### src/rtl/rc_tdc_scheduler.sv
// Round-robin RC charge-time scheduler: one shared counter sequences
// charge, proportional discharge and a valid/ready result per channel.
module rc_tdc_scheduler #(
   parameter int               NUM_CH      = 4,
   parameter int               CNT_W       = 24,
   parameter logic [CNT_W-1:0] TIMEOUT     = 24'hFFFFFF,
   parameter int               DISCH_SHIFT = 1,
   parameter int               DISCH_MIN   = 16
) (
   input  logic                      clk,
   input  logic                      reset,
   input  logic                      enable,
   input  logic [NUM_CH-1:0]         ch_mask,
   input  logic [NUM_CH-1:0]         step_input,
   output logic [NUM_CH-1:0]         step_set,
   output logic                      res_valid,
   input  logic                      res_ready,
   output logic [CNT_W-1:0]          res_count,
   output logic [$clog2(NUM_CH)-1:0] res_ch,
   output logic                      res_ovf,
   output logic                      busy
);

   localparam int CH_W = $clog2(NUM_CH);
   localparam int WW   = CNT_W + DISCH_SHIFT;

   localparam logic [WW-1:0]    SAT  = WW'({CNT_W{1'b1}});
   localparam logic [CNT_W-1:0] DMIN = CNT_W'(DISCH_MIN);
   localparam logic [CNT_W-1:0] ONE  = CNT_W'(1);

   typedef enum logic [1:0] {
      IDLE,
      SELECT,
      CHARGE,
      DISCHARGE
   } state_t;

   state_t              state_q, state_d;
   logic [NUM_CH-1:0]   sync1_q, sync1_d;
   logic [NUM_CH-1:0]   sync2_q, sync2_d;
   logic [CH_W-1:0]     cur_q, cur_d;
   logic [CH_W-1:0]     last_q, last_d;
   logic [CNT_W-1:0]    cnt_q, cnt_d;
   logic [CNT_W-1:0]    dcnt_q, dcnt_d;
   logic [CNT_W-1:0]    target_q, target_d;
   logic [NUM_CH-1:0]   step_set_q, step_set_d;
   logic                res_valid_q, res_valid_d;
   logic [CNT_W-1:0]    res_count_q, res_count_d;
   logic [CH_W-1:0]     res_ch_q, res_ch_d;
   logic                res_ovf_q, res_ovf_d;
   logic                busy_q, busy_d;

   logic [CH_W-1:0]     nxt;
   logic [CNT_W-1:0]    cap;
   logic                hit;
   logic                tmo;
   logic                accept;
   logic                disch_done;
   logic                start;

   // First set mask bit strictly after l, wrapping; l itself is checked last.
   function automatic logic [CH_W-1:0] next_ch(
      input logic [NUM_CH-1:0] m,
      input logic [CH_W-1:0]   l
   );
      logic [CH_W-1:0] r;
      logic [CH_W-1:0] ci;
      logic            found;
      int              idx;
      r     = l;
      found = 1'b0;
      for (int k = 1; k <= NUM_CH; k++) begin
         idx = (int'(l) + k) % NUM_CH;
         ci  = CH_W'(idx);
         if (!found && m[ci]) begin
            r     = ci;
            found = 1'b1;
         end
      end
      return r;
   endfunction

   function automatic logic [CNT_W-1:0] disch_target(
      input logic [CNT_W-1:0] c
   );
      logic [WW-1:0]    w;
      logic [CNT_W-1:0] t;
      w = WW'(c) << DISCH_SHIFT;
      if (w > SAT) t = {CNT_W{1'b1}};
      else         t = w[CNT_W-1:0];
      if (t < DMIN) t = DMIN;
      return t;
   endfunction

   always_comb begin
      sync1_d     = step_input;
      sync2_d     = sync1_q;
      state_d     = state_q;
      cur_d       = cur_q;
      last_d      = last_q;
      cnt_d       = cnt_q;
      dcnt_d      = dcnt_q;
      target_d    = target_q;
      step_set_d  = step_set_q;
      res_valid_d = res_valid_q & ~res_ready;
      res_count_d = res_count_q;
      res_ch_d    = res_ch_q;
      res_ovf_d   = res_ovf_q;

      nxt         = next_ch(ch_mask, last_q);
      hit         = sync2_q[cur_q];
      tmo         = cnt_q == TIMEOUT - ONE;
      cap         = hit ? cnt_q : TIMEOUT;
      accept      = ~res_valid_q | res_ready;
      disch_done  = dcnt_q == target_q - ONE;
      start       = enable & (|ch_mask);

      unique case (state_q)
         IDLE: begin
            if (start) state_d = SELECT;
         end
         SELECT: begin
            cnt_d      = '0;
            step_set_d = '0;
            if (|ch_mask) begin
               cur_d           = nxt;
               step_set_d[nxt] = 1'b1;
               state_d         = CHARGE;
            end else begin
               state_d = IDLE;
            end
         end
         CHARGE: begin
            if (hit || tmo) begin
               state_d     = DISCHARGE;
               step_set_d  = '0;
               res_valid_d = 1'b1;
               res_count_d = cap;
               res_ch_d    = cur_q;
               res_ovf_d   = ~hit;
               last_d      = cur_q;
               target_d    = disch_target(cap);
               dcnt_d      = '0;
            end else begin
               cnt_d = cnt_q + ONE;
            end
         end
         DISCHARGE: begin
            step_set_d = '0;
            // Counter parks at target-1 until the result is taken.
            if (!disch_done) begin
               dcnt_d = dcnt_q + ONE;
            end else if (accept) begin
               state_d = start ? SELECT : IDLE;
            end
         end
         default: begin
            state_d = IDLE;
         end
      endcase

      busy_d = state_d != IDLE;
   end

   always_ff @(posedge clk) begin
      if (reset) begin
         state_q     <= IDLE;
         sync1_q     <= '0;
         sync2_q     <= '0;
         cur_q       <= '0;
         last_q      <= CH_W'(NUM_CH - 1);
         cnt_q       <= '0;
         dcnt_q      <= '0;
         target_q    <= DMIN;
         step_set_q  <= '0;
         res_valid_q <= 1'b0;
         res_count_q <= '0;
         res_ch_q    <= '0;
         res_ovf_q   <= 1'b0;
         busy_q      <= 1'b0;
      end else begin
         state_q     <= state_d;
         sync1_q     <= sync1_d;
         sync2_q     <= sync2_d;
         cur_q       <= cur_d;
         last_q      <= last_d;
         cnt_q       <= cnt_d;
         dcnt_q      <= dcnt_d;
         target_q    <= target_d;
         step_set_q  <= step_set_d;
         res_valid_q <= res_valid_d;
         res_count_q <= res_count_d;
         res_ch_q    <= res_ch_d;
         res_ovf_q   <= res_ovf_d;
         busy_q      <= busy_d;
      end
   end

   assign step_set  = step_set_q;
   assign res_valid = res_valid_q;
   assign res_count = res_count_q;
   assign res_ch    = res_ch_q;
   assign res_ovf   = res_ovf_q;
   assign busy      = busy_q;

endmodule
### config.mk
export PLATFORM = sky130hd
export DESIGN_NAME = rc_tdc_scheduler
export DESIGN_NICKNAME = d
export VERILOG_FILES = /design/src/rtl/rc_tdc_scheduler.sv
export SDC_FILE = /design/constraint.sdc
export NUM_CORES = 1
export LEC_CHECK = 0
export ABC_AREA = 1
export CAP_MARGIN = 5
export CELL_PAD_IN_SITES_DETAIL_PLACEMENT = 1
export CELL_PAD_IN_SITES_GLOBAL_PLACEMENT = 1
export CORE_MARGIN = 5
export CORE_UTILIZATION = 42
export CTS_CLUSTER_DIAMETER = 40
export DETAILED_ROUTE_END_ITERATION = 10
export GPL_ROUTABILITY_DRIVEN = 0
export PLACE_DENSITY = 0.77
export SLEW_MARGIN = 15
export SYNTH_ARGS = -nofsm -noshare
export SYNTH_HDL_FRONTEND = slang
export SYNTH_SLANG_ARGS = --single-unit
### constraint.sdc
create_clock -name clk -period 2.5 [get_ports clk]
set_clock_uncertainty 0.15 [all_clocks]
set_input_delay 0.25 -clock clk [delete_from_list [all_inputs] [get_ports clk]]
set_output_delay 0.25 -clock clk [all_outputs]
set_load 0.02 [all_outputs]
* Yosys cells after proc, flatten, opt, wreduce, memory -nomap -nowiden
Index checks and enable logic that the tools add are counted.
** Word-level totals
- Logic and storage cells :: 104
- Output and inout bits :: 33
- Register bits after elaboration :: 119
** Operators by class
- Reduce and logical (&&, ||, !) cells :: 19
- Bitwise operators :: 6
- Multiplexer cells :: 41
- Eq/ne operators :: 8
- $lt $le $gt $ge :: 9
- Add/sub/neg operators :: 7
** Operators by type and width (count)
- $mux 24 :: 8
- $pmux 24 s2 :: 2
- $add 24x1->24 const B :: 2
- $gt 25x24->1 const B :: 1
- $eq 24x24->1 :: 1
- $eq 24x24->1 const B :: 1
- $lt 24x5->1 const B :: 1
- $sub 24x1->24 const B :: 1
- $lt 2x3->1 const B :: 6
- $mux 2 :: 9
- $mux 1 :: 12
- $pmux 4 s3 :: 1
- $bmux 1 s2 :: 5
- $mux 4 :: 2
- $pmux 2 s4 :: 1
- $reduce_and 2->1 :: 4
- $ne 2x2->1 const B :: 3
- $reduce_bool 2->1 :: 3
- $add 2x1->2 const B :: 2
- $add 2x2->2 const B :: 2
- $eq 2x2->1 const B :: 2
- $logic_and 1x1->1 :: 4
- $reduce_or 4->1 :: 1
- $logic_not 1->1 :: 3
- 10 further kinds :: 13

* Logic depth before layout (Yosys ltp)
Gate-level depths: netlist of run 1.
- Depth in word-level cells :: 19
- Depth in mapped cells :: 19
- Mapped depth without buffers :: 19

* Least setup slack after synthesis of run 1
No wires, ideal clock.
- Path type :: register to register
- Start point :: reg target_q[0]
- End point :: reg dcnt_q[4]
- Setup slack :: 289 ps
- Arrival time :: 1930 ps
- Setup time :: 131 ps
- Stages on the path, launching flop included :: 20
- Required time :: 2219 ps
- Period minus slack after synthesis :: 2211 ps
- Cells stage by stage :: dfxtp_1 inv_2 ha_1 inv_1 nand2_1 nand2_1 nand2_1 nor2_1 nand3_1 nor2_1 nand2_1 nor2_1 nand2_1 nor2_4 nand2_2 nand2_4 nand2_4 buf_6 nand2_1 a21oi_2
** On the way
- Cells in the longest elaborated chain, start to end :: 4
** RTL lines
- start: declaration :: RTL line 45 : logic [CNT_W-1:0] target_q, target_d;
- start signal: assignment :: RTL line 189 : target_q <= target_d;
- $sub 24x1->24 :: RTL line 115 : disch_done = dcnt_q == target_q - ONE;
- $eq 24x24->1 :: RTL line 115
- $ne 2x2->1 (no source line)
- $reduce_and 3->1 (no source line)
- end signal: assignment :: RTL line 188 : dcnt_q <= dcnt_d;
- end: declaration :: RTL line 44 : logic [CNT_W-1:0] dcnt_q, dcnt_d;
No other way between the ends.
A chain may end at the register's enable or synchronous reset.

* Worst setup path after layout of run 1
- Start point :: reg target_q[6]
- End point :: reg dcnt_q[16]
The elaborated chain is that of the path after synthesis.

==> run_results.csv, run 1 <==
group,metric,value,unit
drt,drt_pre_antenna_iters,5,
clock_network,ctsHoldBuffers,0,
sta,finalSetupTns,-262,ps
placed_design,dp.cells,1262,
sta,rsz0062_at_grt,"yes",
setup_path,startpoint_type,"register",
logic_synthesis,netlist_top_cells_area,"dfxtp_1, nand2_1, nor2_1, inv_1, a21oi_1",
setup_path,crit_path_end_kind,"register",
finish,fin_nets,1097,
global_routing,grt_max_degree,44,
setup_path,path_class,"reg -> reg",
die,core_area,15300,sq um
sta,finalCritPeriodShare,101,%
logic_synthesis,avgSynthCellArea,6.63,sq um
die,die_y,135,um
setup_path,crit_buf_inv,2,
finish,drive_gt1_share,14.9,%
sta,slew_viol_final,0,
setup_path,crit_fanout,7,
drt,antenna_left,0,
placed_design,place_worst_setup_slack,-38.2,ps
pwr,p_leak,3.49,nW
setup_path,cpMostUsedCell,"nand2_1",
logic_synthesis,ys_ff_latch,119,
placed_design,portBuffers,44,
sta,fin_worst_hold_slack,47.3,ps
logic_synthesis,synth_top_area_cell,"dfxtp_1",
clock_network,root_buffer,"clkbuf_16",
global_routing,track_usage,24.6,%
logic_synthesis,synth_cell_type_count,48,
die,num_rows,45,
sta,layout_min_cycle_time,2540,ps
clock_network,cts_buffers,17,
pwr,irDropWorstVdd,0.000489,V
setup_path,cp_top_family,"simple AND/OR/NAND/NOR gates",
clock_network,clk_pin_slew,60,ps
drt,wl,23.1,mm
sta,tightest_slew,507,ps
setup_path,crit_arrival,2740,ps
logic_synthesis,syn_nets,1006,
sta,setup_viol,14,
drt,vias_per_cell,5.36,
clock_network,htreeDepth,4,
pwr,pwr_density_cell,676,nW/um^2
clock_network,clkSinkCount,119,
logic_synthesis,netlist_area,6560,sq um
clock_network,cts_tree,"done",
sta,worst_slack,-36.9,ps
logic_synthesis,synth.top_cell.area_share,36.3,%
die,die_w,135,um
sta,fmax,394,MHz
finish,fin_cells,1305,
sta,report.final.hold_viol_count,0,
hold_path,hold_class,"in -> reg",
die,initial_core_util,43.0,%
sta,max-slew-margin-rel,66.2,%
die,dieArea,18200,sq um
drt,first_iter_violations,427,
drt,wl_per_cell,17.7,um
setup_path,critPathSlowestCell,"dfxtp_1",
global_routing,grt_pass1_vias,7013,
logic_synthesis,netlist_instances,990,
global_routing,antenna_found_initial,0,
logic_synthesis,synth_edf_count,0,
pwr,power,5.68,mW
global_routing,grt_pass1_wl,35.6,mm
finish,antenna_cells,0,
outcome,status,"complete, but fails checks",
logic_synthesis,seq_area_frac_synth,36.3,%
finish,area_delta_synth_final,27.9,%
outcome,violations,"negative setup slack",
finish,layout_common_cells,"nand2_1, nor2_1, dfxtp_1",
drt,num_vias,6997,
run,maxCapViolCount,0,
setup_path,crit_chain,"nor2_2 > nand2_1 > nor2_4 > buf_4 > nand2_1 > nand2_1 > nor2_1 > nand2_1 > nor2_1 > nand3_2 > nor2_4 > nand2_4 > nand2_8 > clkbuf_16 > nand3_1 > a21oi_1",
drt,drc_errors,0,
logic_synthesis,synth_ff_type,"dfxtp_1",
die,io_pins,45,
clock_network,clk_latency,430,ps
logic_synthesis,yosys_warnings,0,
setup_path,worstPathRequired,2700,ps
logic_synthesis,async_flop_share,0,%
global_routing,overflow,0,
clock_network,clockBufferDepth,2,
finish,final_common_cell,"nand2_1",
placed_design,dp_hpwl,16.3,mm
setup_path,max_stage_delay,470,ps
==> flip-flops by register name (all words and copies together), names as in the netlist <==
signal / flops
busy: 1
cnt_q: 24
cur_q: 2
dcnt_q: 24
last_q: 2
res_ch: 2
res_count: 24
res_ovf: 1
res_valid: 1
state_q: 2
step_set: 4
sync1_q: 4
sync2_q: 4
target_q: 24
==> layout make-up <==
class | instances | area [sq um]
clock buffers | 17 | 425
clock inverters | 15 | 170
fillers | 1973 | 6870
inverters | 115 | 432
multi-input cells | 717 | 3710
flip-flops and latches | 119 | 2390
well taps | 211 | 264
repair buffers | 111 | 997
==> cell usage after synthesis (3+ instances only) <==
cell / n
nand3b_1: 6
buf_2: 9
clkbuf_2: 5
ha_1: 4
o21ai_1: 4
o22ai_1: 8
xor2_1: 31
nor3b_1: 3
o31ai_1: 5
nor4_1: 6
xnor2_1: 9
nor2_1: 138
inv_2: 5
nand2_1: 231
nand3_1: 58
a31oi_1: 4
nand2_2: 6
o21ai_0: 48
clkbuf_1: 21
nor3_1: 28
inv_1: 110
dfxtp_1: 119
a22oi_1: 4
nand4_1: 23
a21oi_1: 60
nor2_2: 6
a211oi_1: 5
nor2_4: 4
==> layer usage <==
layer  global-route usage (%)  part of all wire [%]  vias to the layer above
met5                        0                     0                        -
met4                     8.34                   2.4                        0
met3                     4.51                   2.8                       46
met2                     41.8                    49                      121
met1                     31.4                    46                     3426
li1                         -                     -                     3404
==> cell families (layout without fill, tap and decap cells) <==
logic type	count (synthesis)	count (layout)	share of synthesized area (%)
AOI/OAI and AO/OA	154	154	13.3
and+or+nand+nor	518	519	34.5
adders and majority gates	4	4	0.763
DFF	119	119	36.3
buffers and inverters	155	258	9.71
xor gates and xnor gates	40	40	5.34
==> metrics by stage <==
stage	cell area (sq um)	utilization [%]
floorplan	6560	-
global placement	7480	49.0
detailed placement	7480	49.0
CTS	8100	53.1
global route	8390	55.0
finish	8390	55.0
==> what timing repair did <==
action | in CTS | in global routing
resized for setup | 4 | 47
pin swaps | 2 | 35
setup endpoints to repair | 25 | 31
cloned | 0 | 3
setup buffers | 1 | 7
==> where the power goes <==
group	total, mW	internal [mW]	switching (mW)
clock network	2.49	1.49	1.00
registers	2.06	1.99	0.0733
logic	1.12	0.400	0.721
==> worst paths after layout <==
check | from | endpoint | slack (ps) | cells past startpoint
max | target_q[6]$_SDFFE_PP0P_ | dcnt_q[16]$_SDFFE_PP0P_ | -40 | 16
min | reset | cnt_q[1]$_SDFFE_PP0P_ | 50 | 2
max reg2reg | target_q[6]$_SDFFE_PP0P_ | dcnt_q[16]$_SDFFE_PP0P_ | -40 | 16
min reg2reg | sync1_q[1]$_SDFF_PP0_ | sync2_q[1]$_SDFF_PP0_ | 260 | 2
Power figures use the tool's default switching activity.
==> run 2: changes to the inputs <==
Settings changed: CAP_MARGIN 5 to default.
==> results of run 2 <==
The final DEF is identical to that of run 1; final timing and power are the same.
